### config.mk
export PLATFORM = sky130hd
export DESIGN_NAME = nfc_ecc_hamming_flat
export DESIGN_NICKNAME = d
export VERILOG_FILES = /design/src/rtl/nfc_ecc_hamming_if.sv /design/src/rtl/nfc_ecc_hamming.sv /design/src/flat_wrapper.sv
export SDC_FILE = /design/constraint.sdc
export NUM_CORES = 1
export LEC_CHECK = 0
export CAP_MARGIN = 0
export CORE_AREA = 2 2 85 95
export CTS_BUF_LIST = sky130_fd_sc_hd__clkbuf_8
export DETAILED_ROUTE_END_ITERATION = 10
export DIE_AREA = 0 0 87 97
export PLACE_DENSITY = 0.95
export REMOVE_ABC_BUFFERS = 1
export SYNTH_ARGS = -nofsm -noshare
export SYNTH_HDL_FRONTEND = slang
export SYNTH_SLANG_ARGS = --single-unit
export TNS_END_PERCENT = 20
### constraint.sdc
create_clock -name ACLK -period 8.1 [get_ports ACLK]
set_input_delay 1.62 -clock ACLK [delete_from_list [all_inputs] [get_ports ACLK]]
set_output_delay 1.62 -clock ACLK [all_outputs]
set_load 0.01 [all_outputs]
### src/rtl/nfc_ecc_hamming_if.sv
// Sector ECC engine bus: byte stream in, stored ECC in, code and check result out.
interface nfc_ecc_hamming_if #(
    parameter int ADDR_W = 8
);
    localparam int E = 2 * ADDR_W + 6;

    logic              start;
    logic              mode;
    logic              din_valid;
    logic [7:0]        din;
    logic              din_ready;
    logic              ecc_in_valid;
    logic [E-1:0]      ecc_in;
    logic              busy;
    logic              done;
    logic [E-1:0]      ecc_out;
    logic [1:0]        status;
    logic [ADDR_W-1:0] err_byte;
    logic [2:0]        err_bit;

    modport master (
        output start, mode, din_valid, din, ecc_in_valid, ecc_in,
        input  din_ready, busy, done, ecc_out, status, err_byte, err_bit
    );

    modport slave (
        input  start, mode, din_valid, din, ecc_in_valid, ecc_in,
        output din_ready, busy, done, ecc_out, status, err_byte, err_bit
    );
endinterface

### src/rtl/nfc_ecc_hamming.sv
// Hamming line/column parity ECC over one NAND sector; encodes on program,
// classifies the stored code on read (clean / 1-bit data / ECC field / uncorrectable).
module nfc_ecc_hamming #(
    parameter int ADDR_W = 8
) (
    input  logic               ACLK,
    input  logic               ARESET,
    nfc_ecc_hamming_if.slave   bus
);
    localparam int E = 2 * ADDR_W + 6;

    typedef enum logic [2:0] {IDLE, ACCUM, FINISH, WAIT_ECC, EVAL} state_t;

    state_t            state, state_nxt;
    logic              mode_r;
    logic [ADDR_W-1:0] addr_p0;
    logic [E-1:0]      acc_p0;
    logic [E-1:0]      acc_sum;
    logic              vld_p0;
    logic              last_p0;
    logic [E-1:0]      ecc_p1;
    logic [1:0]        status_p1;
    logic [ADDR_W-1:0] err_byte_p1;
    logic [2:0]        err_bit_p1;

    // Contribution of one byte at address adr: row parity steered by each
    // address bit, column parities split on each bit-index bit.
    function automatic logic [E-1:0] byte_code(input logic [7:0] d,
                                               input logic [ADDR_W-1:0] adr);
        logic [E-1:0] c;
        logic         p;
        c = '0;
        p = ^d;
        for (int k = 0; k < ADDR_W; k++) begin
            if (adr[k]) c[2*k+1] = p;
            else        c[2*k]   = p;
        end
        c[2*ADDR_W+1] = ^(d & 8'hAA);
        c[2*ADDR_W]   = ^(d & 8'h55);
        c[2*ADDR_W+3] = ^(d & 8'hCC);
        c[2*ADDR_W+2] = ^(d & 8'h33);
        c[2*ADDR_W+5] = ^(d & 8'hF0);
        c[2*ADDR_W+4] = ^(d & 8'h0F);
        return c;
    endfunction

    // Returns {status, err_byte, err_bit}; location fields only for a single data bit.
    function automatic logic [ADDR_W+4:0] decode(input logic [E-1:0] s);
        logic              single;
        logic [1:0]        st;
        logic [ADDR_W-1:0] eb;
        logic [2:0]        ebit;
        single = 1'b1;
        eb     = '0;
        ebit   = '0;
        for (int i = 0; i < ADDR_W + 3; i++)
            single = single & (s[2*i+1] ^ s[2*i]);
        if (s == '0) begin
            st = 2'b00;
        end else if (single) begin
            st = 2'b01;
            for (int k = 0; k < ADDR_W; k++) eb[k] = s[2*k+1];
            for (int j = 0; j < 3; j++) ebit[j] = s[2*ADDR_W+2*j+1];
        end else if ($countones(s) == 1) begin
            st = 2'b10;
        end else begin
            st = 2'b11;
        end
        return {st, eb, ebit};
    endfunction

    assign vld_p0  = (state == ACCUM) && bus.din_valid && !bus.start;
    assign last_p0 = &addr_p0;
    assign acc_sum = acc_p0 ^ byte_code(bus.din, addr_p0);

    always_ff @(posedge ACLK or posedge ARESET) begin
        if (ARESET) state <= IDLE;
        else        state <= state_nxt;
    end

    always_comb begin
        state_nxt = state;
        if (bus.start) begin
            state_nxt = ACCUM;
        end else begin
            case (state)
                IDLE:     state_nxt = IDLE;
                ACCUM:    if (vld_p0 && last_p0) state_nxt = mode_r ? WAIT_ECC : FINISH;
                WAIT_ECC: if (bus.ecc_in_valid) state_nxt = EVAL;
                FINISH:   state_nxt = IDLE;
                EVAL:     state_nxt = IDLE;
                default:  state_nxt = IDLE;
            endcase
        end
    end

    always_comb begin
        bus.din_ready = 1'b0;
        bus.busy      = 1'b0;
        bus.done      = 1'b0;
        case (state)
            IDLE:     bus.busy = 1'b0;
            ACCUM:    begin bus.busy = 1'b1; bus.din_ready = 1'b1; end
            WAIT_ECC: bus.busy = 1'b1;
            FINISH:   begin bus.busy = 1'b1; bus.done = 1'b1; end
            EVAL:     begin bus.busy = 1'b1; bus.done = 1'b1; end
            default:  bus.busy = 1'b1;
        endcase
    end

    // Stage p0: accumulate accepted bytes
    always_ff @(posedge ACLK) begin
        if (bus.start)   acc_p0 <= '0;
        else if (vld_p0) acc_p0 <= acc_sum;
    end

    // Stage p1: latch the inverted code and the check result
    always_ff @(posedge ACLK or posedge ARESET) begin
        if (ARESET) begin
            mode_r      <= 1'b0;
            addr_p0     <= '0;
            ecc_p1      <= '1;
            status_p1   <= 2'b00;
            err_byte_p1 <= '0;
            err_bit_p1  <= '0;
        end else if (bus.start) begin
            mode_r      <= bus.mode;
            addr_p0     <= '0;
            status_p1   <= 2'b00;
            err_byte_p1 <= '0;
            err_bit_p1  <= '0;
        end else begin
            if (vld_p0) begin
                addr_p0 <= addr_p0 + 1'b1;
                if (last_p0) ecc_p1 <= ~acc_sum;
            end
            if (state == WAIT_ECC && bus.ecc_in_valid)
                {status_p1, err_byte_p1, err_bit_p1} <= decode(bus.ecc_in ^ ecc_p1);
        end
    end

    assign bus.ecc_out  = ecc_p1;
    assign bus.status   = status_p1;
    assign bus.err_byte = err_byte_p1;
    assign bus.err_bit  = err_bit_p1;
endmodule
### src/flat_wrapper.sv
// flat-port wrapper written by rule: the top's interface ports become plain ports
module nfc_ecc_hamming_flat 
#(
    parameter int ADDR_W = 8
)
  (ACLK, ARESET, bus_start, bus_mode, bus_din_valid, bus_din, bus_ecc_in_valid, bus_ecc_in, bus_din_ready, bus_busy, bus_done, bus_ecc_out, bus_status, bus_err_byte, bus_err_bit);
  nfc_ecc_hamming_if #(.ADDR_W(ADDR_W)) bus_i ();
  input  logic ACLK;
  input  logic ARESET;
  input wire logic [$bits(bus_i.start)-1:0] bus_start;
  input wire logic [$bits(bus_i.mode)-1:0] bus_mode;
  input wire logic [$bits(bus_i.din_valid)-1:0] bus_din_valid;
  input wire logic [$bits(bus_i.din)-1:0] bus_din;
  input wire logic [$bits(bus_i.ecc_in_valid)-1:0] bus_ecc_in_valid;
  input wire logic [$bits(bus_i.ecc_in)-1:0] bus_ecc_in;
  output wire logic [$bits(bus_i.din_ready)-1:0] bus_din_ready;
  output wire logic [$bits(bus_i.busy)-1:0] bus_busy;
  output wire logic [$bits(bus_i.done)-1:0] bus_done;
  output wire logic [$bits(bus_i.ecc_out)-1:0] bus_ecc_out;
  output wire logic [$bits(bus_i.status)-1:0] bus_status;
  output wire logic [$bits(bus_i.err_byte)-1:0] bus_err_byte;
  output wire logic [$bits(bus_i.err_bit)-1:0] bus_err_bit;
  assign bus_i.start = bus_start;
  assign bus_i.mode = bus_mode;
  assign bus_i.din_valid = bus_din_valid;
  assign bus_i.din = bus_din;
  assign bus_i.ecc_in_valid = bus_ecc_in_valid;
  assign bus_i.ecc_in = bus_ecc_in;
  assign bus_din_ready = bus_i.din_ready;
  assign bus_busy = bus_i.busy;
  assign bus_done = bus_i.done;
  assign bus_ecc_out = bus_i.ecc_out;
  assign bus_status = bus_i.status;
  assign bus_err_byte = bus_i.err_byte;
  assign bus_err_bit = bus_i.err_bit;
  nfc_ecc_hamming #(.ADDR_W(ADDR_W)) u_core (.ACLK(ACLK), .ARESET(ARESET), .bus(bus_i));
endmodule
**Word-level counts from Yosys, hierarchy flattened**

Cells that the tools add are included.

- Register bits: 69
- Latch bits: 0
- RAM bits: 0
- ROM bits: 0
- Bits of input ports: 36
- Word-level logic and storage cells: 121
- Memories: 0

- $add $sub $neg: 22
- $mul: 0
- Div/mod/pow operators: 0
- Magnitude comparators: 0
- Eq/ne operators: 7
- Shifts and indexed selects: 0
- Mux-type cells: 39
- Bitwise logic cells: 25
- Reductions and logical operators: 20

Operator list:

| operator | count |
|---|---|
| 32-bit adder | 10 |
| 8-bit parity | 7 |
| 8-bit two-way mux | 6 |
| 22-bit bitwise XOR | 2 |
| 32-bit by 2-bit == test with 1-bit output, second input constant | 1 |
| 1-bit by 1-bit adder with 2-bit output | 11 |
| 22-bit logical NOT | 1 |
| 22-bit NOT | 1 |
| 1-bit two-way mux | 21 |
| 3-bit two-way mux | 7 |
| 1-bit bitwise XOR | 11 |
| 1-bit bitwise AND | 10 |
| 10-bit AND reduction | 1 |
| 8-bit by 1-bit adder with 8-bit output, second input constant | 1 |
| 2-bit two-way mux | 4 |
| 8-bit AND reduction | 1 |
| 3-bit by 2-bit == test with 1-bit output, second input constant | 2 |
| 3-bit != test, second input constant | 2 |
| 3-bit case mux with 2 select lines | 1 |
| 1-bit logical AND | 4 |
| 2-bit nonzero test | 2 |
| 3-bit by 1-bit == test with 1-bit output, second input constant | 1 |
| 3-bit == test, second input constant | 1 |
| 3-bit logical NOT | 1 |
| 4 further kinds | 4 |

**Longest topological paths before layout**

Gate-level depths: netlist of run 1.

- Depth after elaboration: 16
- Gate-level depth with buffers: 18
- Depth with buffers taken out: 18

**Worst setup path after synthesis of run 1**

Ideal clock, no wire load.

- Path kind: input to register
- Start point: input port bus_ecc_in[19]
- End point: register u_core.status_p1[0] (netlist: u_core.bus.status[0])
- Arrival time: 5.220 ns
- Slack: 2.798 ns
- Cell stages on the path: 18
- Path through: xor2_1 -> inv_1 -> ha_1 -> fa_1 -> inv_1 -> fa_1 -> inv_1 -> fa_1 -> inv_1 -> fa_1 -> inv_1 -> ha_1 -> inv_1 -> fa_1 -> nor2b_1 -> a31oi_1 -> nor3_1 -> o21ai_0

- Longest elaborated chain between the ends: 11

Ends and longest elaborated chain:

| element | RTL line | RTL |
|---|---|---|
| from (decl) | flat_wrapper.sv:15 | `input wire logic [$bits(bus_i.ecc_in)-1:0] bus_ecc_in;` |
| 22-bit bitwise XOR * | nfc_ecc_hamming.sv:138 | `{status_p1, err_byte_p1, err_bit_p1} <= decode(bus.ecc_in ^ ecc_p1);` |
| 1-bit by 1-bit adder with 2-bit output (not written as such) | nfc_ecc_hamming.sv:64 | `end else if ($countones(s) == 1) begin` |
| 32-bit adder (not written as such) (3 in a row) | nfc_ecc_hamming.sv:64 |  |
| 32-bit by 2-bit == test with 1-bit output | nfc_ecc_hamming.sv:64 |  |
| 1-bit two-way mux | nfc_ecc_hamming.sv:64 |  |
| 2-bit two-way mux | nfc_ecc_hamming.sv:60 | `end else if (single) begin` |
| 2-bit two-way mux * | nfc_ecc_hamming.sv:58 | `if (s == '0) begin` |
| 2-bit two-way mux * | nfc_ecc_hamming.sv:137 | `if (state == WAIT_ECC && bus.ecc_in_valid)` |
| 2-bit two-way mux * | nfc_ecc_hamming.sv:126 | `end else if (bus.start) begin` |
| to (signal assigned) | nfc_ecc_hamming.sv:138 |  |
| to (decl) | nfc_ecc_hamming.sv:22 | `logic [1:0] status_p1;` |

Mark *: on every way between the ends. The rest lies on a longest branch, timed or not. The select of a mux whose other input is x is not followed.
A chain may end at the register's enable or synchronous reset.

**Worst setup path after layout of run 1**

- Start point: input port bus_ecc_in[21]
- End point: register u_core.status_p1[0] (netlist: u_core.bus.status[0])

- Longest elaborated chain between the ends: 10

Ends and longest elaborated chain:

| element | RTL line |
|---|---|
| 22-bit bitwise XOR * | nfc_ecc_hamming.sv:138 |
| 1-bit by 1-bit adder with 2-bit output (not written as such) | nfc_ecc_hamming.sv:64 |
| 32-bit adder (not written as such) (2 in a row) | nfc_ecc_hamming.sv:64 |
| 32-bit by 2-bit == test with 1-bit output | nfc_ecc_hamming.sv:64 |
| 1-bit two-way mux | nfc_ecc_hamming.sv:64 |
| 2-bit two-way mux | nfc_ecc_hamming.sv:60 |
| 2-bit two-way mux * | nfc_ecc_hamming.sv:58 |
| 2-bit two-way mux * | nfc_ecc_hamming.sv:137 |
| 2-bit two-way mux * | nfc_ecc_hamming.sv:126 |

Marked as above.

==> impl_metrics.ini, run 1 <==
[logic_synthesis]
async_flop_share_pct = 68.1
postSynthAreaPerCell_um2 = 9.45
netlist_top_cells_area = dfrtp_1 (15%), dfstp_2 (13%), dfxtp_1 (10%)
synth-xor-area-share_pct = 12.0
synth_adder_area_share_pct = 16.1
yosysTopAreaCell = dfrtp_1
synth_mux_area_share_pct = 0.263
seq_area_frac_synth_pct = 38.3
postSynthCellCount = 454
ys_warn_count = 0
synthDistinctLibCells = 39
synth_common_cells = inv_1 (50), nand2_1 (43), xor2_1 (32)
synth_top_family_by_area = simple AND/OR/NAND/NOR gates
synthSimpleGateAreaFrac_pct = 16.2
synth_compound_gate_area_share_pct = 10.4
yosysMostFrequentCell = inv_1
syn_area_um2 = 4290
yosys.area.top_type_share_pct = 14.6
synth_edf_count = 0
ys_ff_latch = 69
synth_ff_type = dfrtp_1

[die]
core_um2 = 7390
die_w_um = 87
pin_count = 74
die_height_um = 97
initial_utilization_pct = 58.0
die_area_um2 = 8440
rows = 33

[layout]
fin_cells = 610
n_antenna_cell = 0
syn2layout_area_growth_pct = 22.2
fin_nets = 599
layout-drive-gt1-share_pct = 8.41
fin_area_um2 = 5240

[drt]
route.detailed.drc = 0
vias = 3513
firstDrtPassIters = 5
detail_route.wl_per_cell_um = 17.5
wl_mm = 10.7
viasPerCell = 5.76
detail-route-antenna-nets = 0
dr.first_iter.drc_count = 246

[clock_network]
post-cts-setup-buffers = 0
clk_latency_ps = 350
cts_tree = yes
clock_path_buffers = 2
clk_pin_slew_worst_paths_ps = 80
cts_resized = 0
cts.sinks = 69
cts_inserted_buffers = 9
cts_hold_buf = 0
cts_htree_levels = 3
root_buffer = clkbuf_8

[placed_design]
place_hpwl_mm = 7.79
placed_area_um2 = 5050
post-place-cells = 594
gp_congestion = 0.862
dp_slack_ps = 2000
io_buffers = 73

[setup_path]
crit-reg2reg-launch = u_core.bus.ecc_out[21]
critical_path.max_fanout = 3
worstPathArrival_ps = 5990
crit_type = in2reg
crit_required_ps = 8320
crit_path_end_kind = flop
cp-startpoint = bus_ecc_in[21]
worst_setup_path_start_kind = primary input

[timing]
maxSlewViolCount = 0
setup_tns_ps = 0
setup_slack_ps = 2330
period_minus_slack_ps = 5770
tightest_slew_ps = 1160
clock_skew_ps = 8.49
hold_viol = 0
clock.fmax_mhz = 173
maxSlewHeadroom_pct = 21.8
setup_violations = 0
rsz0062_at_grt = false
fin_crit_sh_pct = 71.3

[grt]
grt_pass1_vias = 3564
grt_pass1_wl_mm = 17.4
grt_util_all_layers_pct = 26.5
grt_max_degree = 48
gr-total-overflow = 0
antenna_found_initial = 0

[outcome]
status = finished, final reports clean

[power_and_ir_drop]
ir_worst_vdd_v = 0.0000988
p_leak_nw = 2.27
finalPower_w = 0.000998
power.density_nw_per_um2 = 190

[hold_path]
min-delay-start = u_core.acc_p0[4]
min_path_type = reg2reg

[job]
cap_violations = 0
[where the power goes]
part / leakage [nW] / internal [W] / switching, W
sequential: 0.747 / 0.000358 / 0.0000134
combinational: 1.42 / 0.000150 / 0.000197
clock: 0.105 / 0.000147 / 0.000133
[layer usage]
layer  global-route usage [%]  wire length (um)  vias up
li1                         -                 -     1635
met5                        0                 0        -
met1                     32.2              4090     1723
met4                     12.6               331        0
met3                     3.07               552       29
met2                     45.6              5710      126
[registers in the layout (all words and copies together), names as in the netlist]
register             flops
u_core.addr_p0           8
u_core.state             3
u_core.acc_p0           22
u_core.mode_r            1
u_core.bus.status        2
u_core.bus.ecc_out      22
u_core.bus.err_byte      8
u_core.bus.err_bit       3
[through the flow]
step / hold WS (ps) / utilization, %
final: 448 / 70.9
after global placement: 414 / 68.3
after global routing: 470 / 70.9
after CTS: 447 / 70.9
after detailed placement: 437 / 68.3
after floorplan: 403 / -
[logic make-up after synthesis]
group / after synthesis
multiplexers: 1
AO/OA/AOI/OAI: 70
AND/OR/NAND/NOR: 139
XOR/XNOR: 57
adder cells (fa/ha/maj): 45
flip-flops: 69
buffers and inverters: 73
[worst max-delay path, stage by stage]
cell,delay (ps)
clkdlybuf4s50_1,490
xor2_1,340
inv_1,100
ha_1,320
fa_1,500
inv_1,60
fa_1,460
fa_1,510
fa_1,480
inv_1,70
ha_1,160
inv_1,50
fa_1,370
nor2_1,150
a31oi_1,110
nor3_1,130
o21ai_0,90
[final timing paths]
path / end / slack [ps] / cells past startpoint
worst max-delay path: u_core.bus.status[0] / 2330 / 17
worst min-delay path: u_core.bus.ecc_out[4] / 450 / 1
worst max register to register: u_core.bus.status[0] / 3520 / 16
worst min register to register: u_core.bus.ecc_out[4] / 450 / 1
max in group asynchronous: u_core.addr_p0[0] / 5620 / 2
min in group asynchronous: u_core.bus.err_bit[0] / 1850 / 2
[layout make-up]
| cell class | instances | area, um^2 |
|---|---|---|
| inverters | 50 | 188 |
| clock buffers | 10 | 138 |
| repair buffers | 76 | 753 |
| multi-input cells | 312 | 2360 |
| flip-flops and latches | 69 | 1640 |
| clock inverters | 6 | 55.1 |
| fillers | 504 | 2150 |
| well taps | 87 | 109 |
[placed cells by master (no fill, tap or decap), types with 2 or more instances in the layout]
master           count
fa_1                17
nand2b_1             3
or4_1                9
xnor2_1             23
inv_1               51
dfrtp_1             25
ha_1                28
a21boi_0             4
xor2_1              32
dfstp_2             22
o21ai_0             14
dfxtp_1             22
a22o_1              11
a31oi_1              2
nand2_1             43
nor2_1              28
buf_4                3
xnor2_2              2
clkbuf_8            10
a21oi_1             23
or3_1               14
nand4_1             13
nor3_1               7
nand3_1             11
clkdlybuf4s50_1     73
nor2b_1              4
clkinv_2             2
o31ai_1             14
Note: power is estimated with default switching activity, not from simulation.
==> run 2: changes to the inputs <==
--- a/config.mk
+++ b/config.mk
@@ -6,11 +6,11 @@
 export NUM_CORES = 1
 export LEC_CHECK = 0
 export CAP_MARGIN = 0
-export CORE_AREA = 2 2 85 95
+export CORE_AREA = 2 2 92 103
 export CTS_BUF_LIST = sky130_fd_sc_hd__clkbuf_8
 export DETAILED_ROUTE_END_ITERATION = 10
-export DIE_AREA = 0 0 87 97
-export PLACE_DENSITY = 0.95
+export DIE_AREA = 0 0 94 105
+export PLACE_DENSITY = 0.88
 export REMOVE_ABC_BUFFERS = 1
 export SYNTH_ARGS = -nofsm -noshare
 export SYNTH_HDL_FRONTEND = slang
==> constraint.sdc (replaced) <==
create_clock -name ACLK -period 5.05 [get_ports ACLK]
set_input_delay 1.01 -clock ACLK [delete_from_list [all_inputs] [get_ports ACLK]]
set_output_delay 1.01 -clock ACLK [all_outputs]
set_load 0.01 [all_outputs]
==> run 2 against run 1 <==
Against the previous run:
- clock-buffer cell count is the same
- sequential share of layout area shrank 1.7 points
- register-to-register slack lost 2800 ps
- total power grew 66%
- final cell count grew 7.2%
- critical path depth shrank 2
- largest cell class unchanged
==> impl_metrics.ini, run 2 (synthesis results as in run 1) <==
[setup_path]
worstPathArrival_ps = 5150
worst_setup_path_start_kind = primary input
cp-startpoint = bus_ecc_in[2]
r2r_end = u_core.bus.status[0]
reg2regPathDepth = 15
crit_path_end_kind = flop
crit-reg2reg-launch = u_core.bus.ecc_out[15]
critical_path.max_fanout = 2
crit_required_ps = 5280
r2r_slack_ps = 710
timing.critical_path.to = u_core.bus.status[0]
crit_type = in2reg

[drt]
wl_mm = 11.2
detail-route-antenna-nets = 0
dr.first_iter.drc_count = 201
vias = 3620
firstDrtPassIters = 4
route.detailed.drc = 0
viasPerCell = 5.54
detail_route.wl_per_cell_um = 17.2

[timing]
maxSlewViolCount = 0
setup_slack_ps = 134
tightest_slew_ps = 1030
hold_viol = 0
maxSlewHeadroom_pct = 31.6
setup_violations = 0
period_minus_slack_ps = 4920
clock.fmax_mhz = 203
clock_skew_ps = 7.63
setup_tns_ps = 0
fin_crit_sh_pct = 97.3

[job]
cap_violations = 0

[placed_design]
place_hpwl_mm = 8.05
dp_slack_ps = -385
io_buffers = 73
gp_congestion = 0.857
placed_area_um2 = 5200
post-place-cells = 637

[layout]
multi_input_area_um2 = 2490
syn2layout_area_growth_pct = 29.4
regArea_um2 = 1640
fin_nets = 616
fin_area_um2 = 5550
fin_cells = 654
nFillCells = 651
layout_common_cells = clkdlybuf4s50_1 (71), inv_1 (48), nand2_1 (43), nor2_1 (28), ha_1 (26)
final_util_pct = 63.2
layout_commonest_cell = clkdlybuf4s50_1
n_antenna_cell = 0
layout-drive-gt1-share_pct = 15.2

[die]
pin_count = 74
die_height_um = 105
initial_utilization_pct = 48.8
die_area_um2 = 9870
core_um2 = 8780
rows = 36
die_w_um = 94

[hold_path]
min_path_type = reg2reg
hold_path_depth = 1

[clock_network]
root_buffer = clkbuf_8
cts_hold_buf = 0
cts_htree_levels = 3
clk_pin_slew_worst_paths_ps = 80
cts.sinks = 69
cts_tree = yes
clock_path_buffers = 2
cts_inserted_buffers = 9
clk_latency_ps = 360

[grt]
grt_max_degree = 48
gr-total-overflow = 0
grt_util_all_layers_pct = 23.4
antenna_found_initial = 0
grt_pass1_wl_mm = 18.0
grt_pass1_vias = 3763

[power_and_ir_drop]
clockPowerShare_pct = 28.3
p_leak_nw = 2.39
intPower_w = 0.00108
switching_share_pct = 34.9
power.density_nw_per_um2 = 299
seq_power_share_pct = 35.9
ir_worst_vdd_v = 0.000152
combPwrFrac_pct = 35.8
p_switching_w = 0.000579

[outcome]
status = finished, final reports clean
run 2: worst min path at each step:
stage,endpoint,startpoint
floorplan,u_core.bus.ecc_out[4],u_core.acc_p0[4]
global placement,u_core.bus.ecc_out[8],u_core.acc_p0[8]
detailed placement,u_core.bus.ecc_out[4],u_core.acc_p0[4]
CTS,u_core.bus.ecc_out[4],u_core.acc_p0[4]
global route,u_core.bus.ecc_out[4],u_core.acc_p0[4]
finish,u_core.bus.ecc_out[8],u_core.acc_p0[8]
run 2: critical path, stage by stage:
cell             delay, ps
clkdlybuf4s50_1        510
xor2_2                 250
ha_1                   220
inv_1                   60
fa_1                   530
fa_1                   460
fa_1                   520
fa_1                   480
inv_1                   60
ha_1                   160
inv_1                   60
fa_2                   520
nand2_1                 60
nor3_2                 160
o21ai_1                 80
run 2: power groups by stage:
stage                     clock network, W  registers [W]  logic (W)
final                             0.000470       0.000596   0.000594
after global routing              0.000498       0.000599   0.000659
after CTS                         0.000472       0.000595   0.000563
after detailed placement                 0       0.000605   0.000558
after global placement                   0       0.000603   0.000512
after floorplan                          0       0.000600   0.000383
run 2: through the flow:
step,power [W],hold WS [ps]
floorplan,0.000983,403
global placement,0.00112,425
detailed placement,0.00116,427
CTS,0.00163,460
global route,0.00176,489
finish,0.00166,460
run 2: layer usage:
metal  part of all wire (%)  global-route usage (%)  vias up
li1                       -                       -     1670
met1                     39                    26.4     1804
met2                     54                    41.2      109
met3                    3.9                    3.75       37
met4                    3.8                    13.1        0
met5                      0                       0        -
run 2: layout make-up:
cell class | count | area share, %
multi-input combinational | 312 | 44.8
sequential | 69 | 29.6
timing repair buffer | 93 | 16.0
inverter | 50 | 3.38
tap | 114 | 2.57
clock buffer | 10 | 2.48
clock inverter | 6 | 1.13
run 2: what timing repair did:
item | 4_1_cts | 5_1_grt
gates resized for setup | 1 | 21
endpoints found under the hold margin | 0 | 0
endpoints found under the setup margin | 1 | 1
pin swaps | 0 | 5
cloned | 0 | 0
buffers inserted | 0 | 1
==> run 3: changes to the inputs <==
--- a/config.mk
+++ b/config.mk
@@ -6,10 +6,11 @@
 export NUM_CORES = 1
 export LEC_CHECK = 0
 export CAP_MARGIN = 0
-export CORE_AREA = 2 2 92 103
+export CORE_AREA = 2 2 84 94
 export CTS_BUF_LIST = sky130_fd_sc_hd__clkbuf_8
 export DETAILED_ROUTE_END_ITERATION = 10
-export DIE_AREA = 0 0 94 105
+export DIE_AREA = 0 0 86 96
+export DONT_BUFFER_PORTS = 1
 export PLACE_DENSITY = 0.88
 export REMOVE_ABC_BUFFERS = 1
 export SYNTH_ARGS = -nofsm -noshare
==> run 3 against run 2 <==
Against the previous run:
- clock power is 9.6% higher
- design area is 18% lower
- fmax is 7.5% higher
- largest power group unchanged
==> impl_metrics.ini, run 3 (synthesis results as in run 1) <==
[grt]
grt_util_all_layers_pct = 24.9
grt_pass1_vias = 3162
grt_pass1_wl_mm = 15.7
grt_max_degree = 48
gr-total-overflow = 0
antenna_found_initial = 0

[die]
pin_count = 74
core_um2 = 7310
die_height_um = 96
die_w_um = 86
initial_utilization_pct = 58.7
die_area_um2 = 8260
rows = 33

[drt]
wl_mm = 9.74
detail-route-antenna-nets = 0
dr.first_iter.drc_count = 183
viasPerCell = 5.97
vias = 3217
route.detailed.drc = 0
firstDrtPassIters = 4
detail_route.wl_per_cell_um = 18.1

[layout]
layout_commonest_cell = inv_1
layout-drive-gt1-share_pct = 10.4
nFillCells = 553
syn2layout_area_growth_pct = 6.30
final_util_pct = 62.4
fin_nets = 528
n_antenna_cell = 0
layout_common_cells = inv_1 (50), nand2_1 (43), xor2_1 (32), nor2_1 (28), ha_1 (28)

[power_and_ir_drop]
power.density_nw_per_um2 = 352
p_leak_nw = 2.03
ir_worst_vdd_v = 0.000172

[setup_path]
critPathTopFamily = adder cells
crit_path_end_kind = flop
worstPathArrival_ps = 4850
r2r_slack_ps = 520
crit_slowest_cell = fa_1
path_cells = xor2_1, inv_1, ha_1, fa_1, inv_1, fa_1, inv_1, fa_1, inv_1, fa_1, inv_1, ha_1, inv_1, fa_1, nor2b_1, a31oi_1, nor3_1, o21ai_0
critical_path.max_fanout = 3
crit_required_ps = 5330
crit_top_cell = inv_1
reg2regPathDepth = 18
r2r_end = u_core.bus.status[0]
critical_path_depth = 18
cp_num_buf_inv = 6
crit_type = in2reg
worst_setup_path_start_kind = primary input
crit-reg2reg-launch = u_core.bus.ecc_out[19]
critPathMaxStageDelay_ps = 530

[timing]
tightest_slew_ps = 1200
clock_skew_ps = 8.22
maxSlewHeadroom_pct = 19.2
maxSlewViolCount = 0
fin_crit_sh_pct = 90.5
clock.fmax_mhz = 219
setup_violations = 0
timing.hold.ws_ps = 457
rsz0062_at_grt = false
period_minus_slack_ps = 4570
setup_tns_ps = 0
hold_viol = 0

[clock_network]
root_buffer = clkbuf_8
post-cts-setup-buffers = 0
cts_resized = 0
cts_hold_buf = 0
cts_htree_levels = 3
cts_tree = yes
cts_inserted_buffers = 9
cts.sinks = 69
clk_latency_ps = 360
clock_path_buffers = 2
clk_pin_slew_worst_paths_ps = 70

[placed_design]
gp_congestion = 0.902
io_buffers = 0
place_hpwl_mm = 7.08

[hold_path]
min_path_type = reg2reg
hold_path_depth = 1
min-delay-start = u_core.acc_p0[8]
min_to = u_core.bus.ecc_out[8]

[outcome]
status = finished, final reports clean

[job]
cap_violations = 0
## run 3: changes by cell type in the layout (fill, tap and decap cells not counted), sizes merged
| cell | change |
|---|---|
| clkdlybuf4s50 | -71 |
| buf | -15 |
| clkinv | -3 |
| dlymetal6s2s | -2 |
| bufinv | +1 |
| clkbuf | +1 |
| inv | +1 |
## run 3: area by class of cell
type,count,area (um^2),share of cell area [%]
clock buffers,11,151,3.32
clock inverters,5,73.8,1.62
well taps,87,109,2.39
inverters,50,188,4.12
repair buffers,5,37.5,0.823
flip-flops and latches,69,1640,36.1
multi-input cells,312,2360,51.7
## run 3: worst max path at each step
stage | to | slack, ps | startpoint
2_1_floorplan | u_core.bus.status[0] | 360 | bus_ecc_in[19]
3_3_place_gp | u_core.bus.status[0] | 230 | bus_ecc_in[19]
3_5_place_dp | u_core.bus.status[0] | 120 | bus_ecc_in[19]
4_1_cts | u_core.bus.status[0] | 490 | bus_ecc_in[19]
5_1_grt | u_core.bus.status[0] | 130 | bus_ecc_in[19]
6_report | u_core.bus.status[0] | 480 | bus_ecc_in[19]
## run 3: power by group
group / switching (W) / leakage, nW / internal, W
clock: 0.000213 / 0.121 / 0.000302
sequential: 0.0000218 / 0.747 / 0.000575
combinational: 0.000284 / 1.16 / 0.000211
## run 3: through the flow
stage / setup WS (ps) / power, W / instance area (um^2) / std cells
global placement: 227 / 0.00106 / 4330 / 523
CTS: 486 / 0.00161 / 4560 / 539
floorplan: 358 / 0.000983 / 4190 / 431
global route: 131 / 0.00172 / 4560 / 539
detailed placement: 115 / 0.00110 / 4330 / 523
finish: 478 / 0.00161 / 4560 / 539
## run 3: routing by layer
metal  up-vias  GRT usage (%)  part of all wire (%)
met4         0           9.52                   2.8
met5         -              0                     0
met2       110           42.8                    54
met1      1591           30.0                    38
met3        24           6.26                   5.1
li1       1492              -                     -
## run 3: worst reg2reg max path, stage by stage, from the launching register on
cell     delay (ps)
dfstp_2         590
xor2_1          270
inv_1            80
ha_1            340
fa_1            510
inv_1            50
fa_1            530
inv_1            50
fa_1            370
inv_1            80
fa_1            420
inv_1            70
ha_1            160
inv_1            60
fa_1            370
nor2b_1         150
a31oi_1         160
nor3_1           60
o21ai_0         150
